$ cat config.mk
export PLATFORM = sky130hd
export DESIGN_NAME = hdmi_pattern_feeder
export DESIGN_NICKNAME = d
export VERILOG_FILES = /design/src/rtl/hdmi_pattern_feeder.sv
export SDC_FILE = /design/constraint.sdc
export NUM_CORES = 1
export LEC_CHECK = 0
export CAP_MARGIN = 40
export CORE_UTILIZATION = 25
export CTS_CLUSTER_SIZE = 12
export DETAILED_ROUTE_END_ITERATION = 8
export SLEW_MARGIN = 20
export SYNTH_ARGS = -nofsm -noshare
export SYNTH_HDL_FRONTEND = slang
export SYNTH_SLANG_ARGS = --single-unit
$ cat constraint.sdc
create_clock -name clk -period 3.2 [get_ports clk]
set_input_delay 0.64 -clock clk [delete_from_list [all_inputs] [get_ports clk]]
set_output_delay 0.64 -clock clk [all_outputs]
set_load 0.01 [all_outputs]
$ cat src/rtl/hdmi_pattern_feeder.sv
// HDMI test-source feeder: selectable video test patterns with frame/line markers,
// plus a multi-channel audio square-wave tone with drop accounting.
module hdmi_pattern_feeder #(
    parameter int unsigned H_ACTIVE   = 640,
    parameter int unsigned V_ACTIVE   = 480,
    parameter int unsigned PIX_W      = 8,
    parameter int unsigned CHECK_LOG2 = 5,
    parameter int unsigned AUD_W      = 16,
    parameter int unsigned AUD_CH     = 2,
    parameter int unsigned AUD_DIV    = 2250,
    parameter int unsigned TONE_HALF  = 24,
    parameter logic [AUD_W-1:0] AMPL  = AUD_W'(16'h2000)
) (
    input  logic                    clk,
    input  logic                    rst_n,
    input  logic                    enable,
    input  logic [1:0]              mode,
    input  logic [3*PIX_W-1:0]      solid_color,
    output logic [3*PIX_W-1:0]      video_out,
    output logic                    video_valid,
    input  logic                    video_rdy,
    output logic                    sof,
    output logic                    eol,
    output logic [15:0]             frame_count,
    input  logic                    audio_en,
    output logic signed [AUD_W-1:0] audio_out,
    output logic [2:0]              audio_ch,
    output logic                    audio_valid,
    input  logic                    audio_rdy,
    output logic [7:0]              audio_drop
);

    localparam int unsigned RGB_W = 3 * PIX_W;
    localparam int unsigned X_W   = (H_ACTIVE > 1) ? $clog2(H_ACTIVE) : 1;
    localparam int unsigned Y_W   = (V_ACTIVE > 1) ? $clog2(V_ACTIVE) : 1;
    localparam int unsigned BAR_W = H_ACTIVE / 8;
    localparam int unsigned B_W   = (BAR_W > 1) ? $clog2(BAR_W) : 1;
    localparam int unsigned T_W   = (AUD_DIV > 1) ? $clog2(AUD_DIV) : 1;
    localparam int unsigned P_W   = (TONE_HALF > 1) ? $clog2(TONE_HALF) : 1;

    typedef enum logic {IDLE, RUN} state_t;

    state_t             state;
    logic [X_W-1:0]     x, nx;
    logic [Y_W-1:0]     y, ny;
    logic [B_W-1:0]     bar_cnt, nbar_cnt;
    logic [2:0]         bar, nbar;
    logic [1:0]         mode_q;
    logic [RGB_W-1:0]   solid_q;
    logic               last_x, last_y;
    logic [PIX_W-1:0]   nramp;
    logic               nchk;

    logic [T_W-1:0]     tick_cnt;
    logic [P_W-1:0]     half_cnt;
    logic               phase;
    logic               tick;
    logic [2:0]         next_ch;

    function automatic logic [RGB_W-1:0] pattern(input logic [1:0] m, input logic [RGB_W-1:0] solid,
                                                 input logic [PIX_W-1:0] ramp, input logic cxy,
                                                 input logic [2:0] bidx);
        logic [PIX_W-1:0] r, g, b;
        r = bidx[1] ? '0 : '1;
        g = bidx[2] ? '0 : '1;
        b = bidx[0] ? '0 : '1;
        case (m)
            2'd0:    pattern = solid;
            2'd1:    pattern = {r, g, b};
            2'd2:    pattern = {ramp, ramp, ramp};
            default: pattern = cxy ? '1 : '0;
        endcase
    endfunction

    function automatic logic [AUD_W-1:0] sample(input logic ph, input logic odd);
        sample = (ph ^ odd) ? (AUD_W'(0) - AMPL) : AMPL;
    endfunction

    // Position of the pixel that follows the current one; bar index tracked by counter.
    always_comb begin
        last_x   = (x == X_W'(H_ACTIVE - 1));
        last_y   = (y == Y_W'(V_ACTIVE - 1));
        nx       = last_x ? '0 : x + X_W'(1);
        ny       = y;
        nbar_cnt = bar_cnt + B_W'(1);
        nbar     = bar;
        if (last_x) begin
            ny = last_y ? '0 : y + Y_W'(1);
        end
        if (last_x || bar_cnt == B_W'(BAR_W - 1)) begin
            nbar_cnt = '0;
            nbar     = last_x ? 3'd0 : bar + 3'd1;
        end
        nramp = PIX_W'(nx);
        nchk  = 1'(nx >> CHECK_LOG2) ^ 1'(ny >> CHECK_LOG2) ^ frame_count[0];
    end

    assign sof = video_valid && (x == '0) && (y == '0);
    assign eol = video_valid && last_x;

    // Video FSM; mode/colour are only sampled at frame starts.
    always_ff @(posedge clk or negedge rst_n) begin
        if (!rst_n) begin
            state       <= IDLE;
            x           <= '0;
            y           <= '0;
            bar_cnt     <= '0;
            bar         <= '0;
            mode_q      <= '0;
            solid_q     <= '0;
            frame_count <= '0;
            video_out   <= '0;
            video_valid <= 1'b0;
        end else begin
            case (state)
                IDLE: begin
                    if (enable) begin
                        state       <= RUN;
                        video_valid <= 1'b1;
                        x           <= '0;
                        y           <= '0;
                        bar_cnt     <= '0;
                        bar         <= '0;
                        mode_q      <= mode;
                        solid_q     <= solid_color;
                        video_out   <= pattern(mode, solid_color, '0, frame_count[0], 3'd0);
                    end
                end
                RUN: begin
                    if (video_rdy) begin
                        x       <= nx;
                        y       <= ny;
                        bar_cnt <= nbar_cnt;
                        bar     <= nbar;
                        if (last_x && last_y) begin
                            frame_count <= frame_count + 16'd1;
                            if (enable) begin
                                mode_q    <= mode;
                                solid_q   <= solid_color;
                                video_out <= pattern(mode, solid_color, '0, ~frame_count[0], 3'd0);
                            end else begin
                                state       <= IDLE;
                                video_valid <= 1'b0;
                                video_out   <= '0;
                            end
                        end else begin
                            video_out <= pattern(mode_q, solid_q, nramp, nchk, nbar);
                        end
                    end
                end
                default: state <= IDLE;
            endcase
        end
    end

    assign tick    = audio_en && (tick_cnt == T_W'(AUD_DIV - 1));
    assign next_ch = audio_ch + 3'd1;

    // Audio tone: one sample frame per tick; ticks landing on a pending frame are dropped.
    always_ff @(posedge clk or negedge rst_n) begin
        if (!rst_n) begin
            tick_cnt    <= '0;
            half_cnt    <= '0;
            phase       <= 1'b0;
            audio_out   <= '0;
            audio_ch    <= '0;
            audio_valid <= 1'b0;
            audio_drop  <= '0;
        end else begin
            if (!audio_en || tick) begin
                tick_cnt <= '0;
            end else begin
                tick_cnt <= tick_cnt + T_W'(1);
            end
            if (audio_valid) begin
                if (tick && audio_drop != 8'hFF) begin
                    audio_drop <= audio_drop + 8'd1;
                end
                if (audio_rdy) begin
                    if (audio_ch == 3'(AUD_CH - 1)) begin
                        audio_valid <= 1'b0;
                        audio_ch    <= '0;
                        audio_out   <= '0;
                        if (half_cnt == P_W'(TONE_HALF - 1)) begin
                            half_cnt <= '0;
                            phase    <= ~phase;
                        end else begin
                            half_cnt <= half_cnt + P_W'(1);
                        end
                    end else begin
                        audio_ch  <= next_ch;
                        audio_out <= sample(phase, next_ch[0]);
                    end
                end
            end else if (tick) begin
                audio_valid <= 1'b1;
                audio_ch    <= '0;
                audio_out   <= sample(phase, 1'b0);
            end
        end
    end

endmodule
==> impl_results.md, run 1 <==
* N_diodes at 0
* Total of fill cells in the finished design at 2896
* Period utilization at 95.74%
* Number of antenna violations at the first check in global routing at 0
* Starting Density at 25.71%
* Synth Area in XOR/XNOR at 5.805%
* Status: finished, final reports clean
* First-pass GRT wire length at 32690 um
* Worst slew pin tran at around 0.8 ns
* Final setup viols at 0
* Post-Synthesis Cells at 773
* Worst hold path class: input port to asynchronous set/reset pin
* CTS tree: done
* Post-Place Cells at 1217
* Rel. slew slack at 46.80%
* Crit path launch type: flip-flop
* Placed inst area at 8523 sq um
* Async SR Flop Fraction at 100.0%
* HPWL Detailed at 14200 um
* Synth Area in Adders at 1.900%
* Final WL at about 20000 um
* Die width at 172.2 um
* Routability cong. at 0.8359
* Fin nets at 901
* Total design power at 4.855 mW
* Post-Syn Area at just over 7000 sq um
* Yosys top cell area share at 44.57%
* Seq/Total Area, Yosys at 44.57%
* Final hold viol count at 0
* Tmin final at 3.064 ns
* H-tree depth at 4
* Pwr Density at 534.1 nW/um^2
* DRT iter0 DRCs at around 440
* Slowest library cell on the worst path: clkdlybuf4s50_1
* Max-cap viol count at 0
* Worst path buffer plus inverter count at 1
* ANT nets after route at 0
* PnR worst setup slack at ~0.14 ns
* Crit path max-delay family: simple AND/OR/NAND/NOR gates
* YS warnings at 0
* Clk slew on worst S/H paths at roughly 0.070 ns
* Area grow syn2layout at 25.52%
* CP peak stage delay at 0.53 ns
* Tot GR Track Use at 14.30%
* Top_reg_cell synth: dfrtp_1
* Post-route cell area at between 9000 and 10000 sq um
* Crit Path Max Fanout at 7
* Detailed Routing Iterations Pass 1 at 5
* CTS Buffer Depth at 2
* Ports at between 100 and 150
* GRT overflow at 0
* Rows at slightly above 60
* Largest area contributor in the netlist: dfrtp_1
* Clk root buf: clkbuf_16
* Synthesized area per cell at 9.369 sq um
* Post-synthesis mux area share at 5.667%
* Resized cells post-CTS at 0
* CTS Hold Bufs at 0
* Post-CTS Setup Bufs at 0
* Worst Clk Skew at 0.01390 ns
* Pre-CTS WS at 0.3667 ns
* Clock sink count at 129
* Fmax at ~330 MHz
* Hold WS at 0.1939 ns
* Pins Over Slew Limit at 0
* Vias at 6195
* Largest net degree at the start of global routing at 57
* PortBufs at 89
* CTS Buf Count at 17
* CP Capture Type: output pin
* Crit path DAT at 2.42 ns
* Synth Area in Simple Gates at 19.45%
* Clk_lat worst skew at 0.43 ns
* Via density at 4.960
* Routed len/inst at roughly 16 um
* Netlist cell types at 65
* Core footprint at 28160 sq um
* Layout cell share with drive strength beyond 1 at roughly 11%
* Compound-Gate Fraction of Synth Area at roughly 18%
* Setup CP Type: flip-flop to output pin
* Setup tns final at 0 ns
* Peak supply drop at 0.0003282 V
* Post-synth EDFFs at 0
* Vias in the first global route at 5958
* Residual DRC at 0
* Die Y-Extent at 172.2 um
* RSZ-0062 raised after global routing: false
* Die ar. at 29650 sq um
* Static leakage at 3.815 nW
* Fin cells at 1249
* Worst path required time at around 2.6 ns
* Main combinational cell family by area after synthesis: simple AND/OR/NAND/NOR gates
* Utilization of the core after routing at 32.28%
* Register bit total from synthesis at about 130
* Worst-path cell chain: ha_2 > and4bb_2 > and3_1 > and2_1 > clkdlybuf4s50_1
* Synth top area cells: dfrtp_1 45%, o21ai_0 4.2%, nor2_1 4.2%
-- layer usage --
metal | global-route usage (%) | vias to the layer above | share of wire (%)
li1 | - | 2943 | -
met1 | 20.03 | 3020 | 48
met2 | 21.98 | 214 | 46
met3 | 2.861 | 18 | 5.3
met4 | 4.463 | 0 | 1.2
met5 | 0 | - | 0
-- logic make-up after synthesis --
logic type                 Yosys count
adders and majority gates           11
AOI/OAI and AO/OA                  202
buffers and inverters               70
and+or+nand+nor                    279
xor gates and xnor gates            48
DFF                                129
muxes                               33
other                                1
-- cell usage after synthesis (9+ instances only) --
cell type and count:
a211oi_1 10, a21oi_1 40, a22oi_1 9, a31oi_1 20, and3_1 11, buf_4 17
clkbuf_1 24, dfrtp_1 129, ha_1 11, inv_1 16, mux2_2 20, mux2_4 11
nand2_1 73, nand3_1 35, nand4_1 14, nor2_1 81, o211ai_1 11, o21ai_0 61
or3_1 9, xnor2_1 20, xor2_1 28
-- cell type report --
type / count / area (sq um) / share of cell area, %
multi-input combinational: 586 / 3705 / 40.76
sequential: 129 / 3228 / 35.51
timing repair buffer: 108 / 1060 / 11.66
tap: 378 / 473.0 / 5.203
clock buffer: 17 / 425.4 / 4.680
clock inverter: 15 / 138.9 / 1.528
inverter: 16 / 60.06 / 0.6607
-- sequential cells by signal, summed over array words and instances, names as in the netlist, 5 cells and up --
| register | cells |
|---|---|
| audio_drop | 8 |
| bar_cnt | 7 |
| frame_count | 16 |
| half_cnt | 5 |
| solid_q | 24 |
| tick_cnt | 12 |
| video_out | 24 |
| x | 10 |
| y | 9 |
-- layout by cell type, fill, tap and decap left out, types with 5 or more instances in the layout --
master,n
o21a_1,6
buf_4,17
or3_1,9
nand4_1,14
and3_1,11
inv_6,7
inv_1,16
nand2_1,73
mux2_4,11
nand2b_1,5
a22oi_1,9
o211ai_1,11
xnor2_1,20
nor4_1,6
a21oi_1,40
a21o_1,7
nand3_1,35
nor3_1,8
clkdlybuf4s50_1,88
o21ai_0,61
mux2_2,20
clkbuf_16,17
nor2_1,80
o31ai_1,7
ha_1,10
conb_1,13
a41oi_1,5
a211oi_1,10
dfrtp_1,129
xor2_1,28
a31oi_1,20
-- worst paths after layout --
path / cells after the start / end / start / slack, ns
worst min register to register: 1 / frame_count[15] / frame_count[15] / 0.46
worst min-delay path: 1 / solid_q[8] / rst_n / 0.19
worst max register to register: 8 / video_out[0] / x[1] / 0.31
worst max-delay path: 5 / eol / x[1] / 0.14
max in group asynchronous: 2 / x[0] / rst_n / 2.26
min in group clk: 1 / frame_count[15] / frame_count[15] / 0.46
-- power breakdown --
part,leakage (nW),switching (mW),internal [mW]
Sequential,1.67,0.225,1.82
Combinational,1.87,0.456,0.452
Clock,0.274,0.874,1.03
Total,3.82,1.55,3.30
Power figures use the tool's default switching activity.
==> run 2, diff against run 1 <==
--- a/config.mk
+++ b/config.mk
@@ -8,2 +8,3 @@
 export CAP_MARGIN = 40
+export CORE_MARGIN = 1.5
 export CORE_UTILIZATION = 25
--- a/constraint.sdc
+++ b/constraint.sdc
@@ -3,2 +3,2 @@
 set_output_delay 0.64 -clock clk [all_outputs]
-set_load 0.01 [all_outputs]
+set_load 0.02 [all_outputs]
==> impl_results.md, run 2 (synthesis results as in run 1) <==
* Status: finished, final reports clean
* Period utilization at 94.60% (-1.1 points)
* Final setup viols at 0 (unchanged)
* Largest registers: solid_q (24), video_out (24), frame_count (16)
* Rows at 62 (+1.6%)
* Post-Place Cells at 1229 (+0.99%)
* Fin cells at 1261 (+0.96%)
* Most frequent cells in the layout: 129 x dfrtp_1, 87 x clkdlybuf4s50_1, 80 x nor2_1, 73 x nand2_1, 61 x o21ai_0
* Core footprint at 28630 sq um (+1.6%)
* Resized cells post-CTS at 0 (unchanged)
* Detailed Routing Iterations Pass 1 at 5 (unchanged)
* Clk slew on worst S/H paths at 0.07 ns (about the same)
* Tot GR Track Use at 13.58% (-0.72 points)
* Crit path launch type: flip-flop
* H-tree depth at 4 (unchanged)
* Fmax at 330.3 MHz (+1.2%)
* CTS Hold Bufs at 0 (unchanged)
* Die width at 173.2 um (+0.58%)
* N_diodes at 0 (unchanged)
* HPWL Detailed at 14060 um (-0.97%)
* Vias in the first global route at 5861 (-1.6%)
* Max-cap viol count at 0 (unchanged)
* Area grow syn2layout at 26.83%
* Crit Path Max Fanout at 7 (unchanged)
* Routability cong. at 0.8493 (+1.6%)
* Worst-path cell chain: ha_4 > and4bb_2 > and3_1 > and2_1 > clkdlybuf4s50_1
* Post-CTS Setup Bufs at 0 (unchanged)
* DRT iter0 DRCs at 512 (+15%)
* RR Startpoint: x[1]
* Residual DRC at 0 (unchanged)
* Fin nets at 907 (+0.67%)
* Setup CP Type: flip-flop to output pin
* Largest net degree at the start of global routing at 64 (+12%)
* Worst path required time at 2.56 ns (about the same)
* CTS tree: done
* Pwr Density at 550.5 nW/um^2 (+3.1%)
* Final hold viol count at 0 (unchanged)
* Clk_lat worst skew at 0.43 ns (about the same)
* Clk root buf: clkbuf_16
* Die Y-Extent at 173.2 um (+0.58%)
* CTS Buf Count at 17 (unchanged)
* Most common cell after layout, fill and taps aside: dfrtp_1
* Tmin final at 3.027 ns (-0.03641 ns)
* RSZ-0062 raised after global routing: false
* R2r endpoint: video_out[0]
* Number of antenna violations at the first check in global routing at 0 (unchanged)
* Crit path DAT at 2.39 ns (-0.03 ns)
* Slowest library cell on the worst path: clkdlybuf4s50_1
* Total of fill cells in the finished design at 2935 (+1.3%)
* Layout cell share with drive strength beyond 1 at 11.86% (+0.61 points)
* Worst Clk Skew at 0.01635 ns (+0.002449 ns)
* Vias at 6212 (+0.27%)
* Die ar. at 30000 sq um (+1.2%)
* Reg2Reg Depth at 8 (unchanged)
* Static leakage at 3.883 nW (+1.8%)
* Via density at 4.926 (-0.68%)
* Starting Density at 25.30% (-0.41 points)
* Ports at 103 (unchanged)
* Rel. slew slack at 51.97% (+5.2 points)
* CP peak stage delay at 0.59 ns (+0.06 ns)
* ANT nets after route at 0 (unchanged)
* CTS Buffer Depth at 2 (unchanged)
* CP Capture Type: output pin
* Peak supply drop at 0.0003420 V (+4.2%)
* First-pass GRT wire length at 32440 um (-0.76%)
* Routed len/inst at 15.78 um (-2.4%)
* PortBufs at 89 (unchanged)
* Clock sink count at 129 (unchanged)
* R2R Setup Slk at 0.51 ns (+0.20 ns)
* GRT overflow at 0 (unchanged)
* Worst hold path class: input port to asynchronous set/reset pin
* Worst setup path start: x[1]
* Setup tns final at 0 ns (unchanged)
* Pins Over Slew Limit at 0 (unchanged)
* Final WL at 19900 um (-1.5%)
* Worst slew pin tran at 0.7204 ns (-0.07757 ns)
## run 2: worst max-delay path by stage
stage	end	slack [ns]
floorplan	video_out[0]	0.81
global placement	video_out[0]	0.45
detailed placement	video_out[0]	0.43
CTS	eol	0.04
global route	eol	0.07
finish	eol	0.17
## run 2: layout make-up
cell class / instances / area, sq um / area share, %
multi-input combinational: 586 / 3715 / 40.44
clock buffer: 18 / 439.2 / 4.781
tap: 384 / 480.5 / 5.231
sequential: 129 / 3228 / 35.15
clock inverter: 14 / 167.7 / 1.825
timing repair buffer: 114 / 1095 / 11.92
inverter: 16 / 60.06 / 0.6539
## run 2: stage by stage
| step | instance area, sq um | hold slack (ns) | utilization, % | setup WS (ns) | power (mW) |
|---|---|---|---|---|---|
| floorplan | 7287 | 0.3444 | - | 0.8113 | 2.616 |
| global placement | 8563 | 0.4581 | 29.92 | 0.4529 | 3.031 |
| detailed placement | 8563 | 0.4617 | 29.92 | 0.4350 | 3.044 |
| CTS | 9170 | 0.2342 | 32.04 | 0.04141 | 5.108 |
| global route | 9185 | 0.2639 | 32.09 | 0.07040 | 5.313 |
| finish | 9185 | 0.2195 | 32.09 | 0.1728 | 5.057 |
## run 2: report_power, final
group | leakage [nW] | switching [mW] | internal [mW]
Combinational | 1.92 | 0.523 | 0.458
Sequential | 1.67 | 0.225 | 1.82
Clock | 0.298 | 0.834 | 1.20
## run 2: critical path, delay by kind of cell (launching register included)
| family | cells | cell delay, ns |
|---|---|---|
| DFF | 1 | 0.47 |
| and+or+nand+nor | 3 | 0.68 |
| adders and majority gates | 1 | 0.22 |
| buffers and inverters | 1 | 0.59 |
## run 2: per-layer routing
layer  vias to the layer above  global-route usage [%]  wire, um
met3                        23                   2.639      1313
met1                      2985                   19.30      9261
met2                       247                   20.82      9071
met5                         -                       0         0
met4                         0                   4.058       256
li1                       2957                       -         -
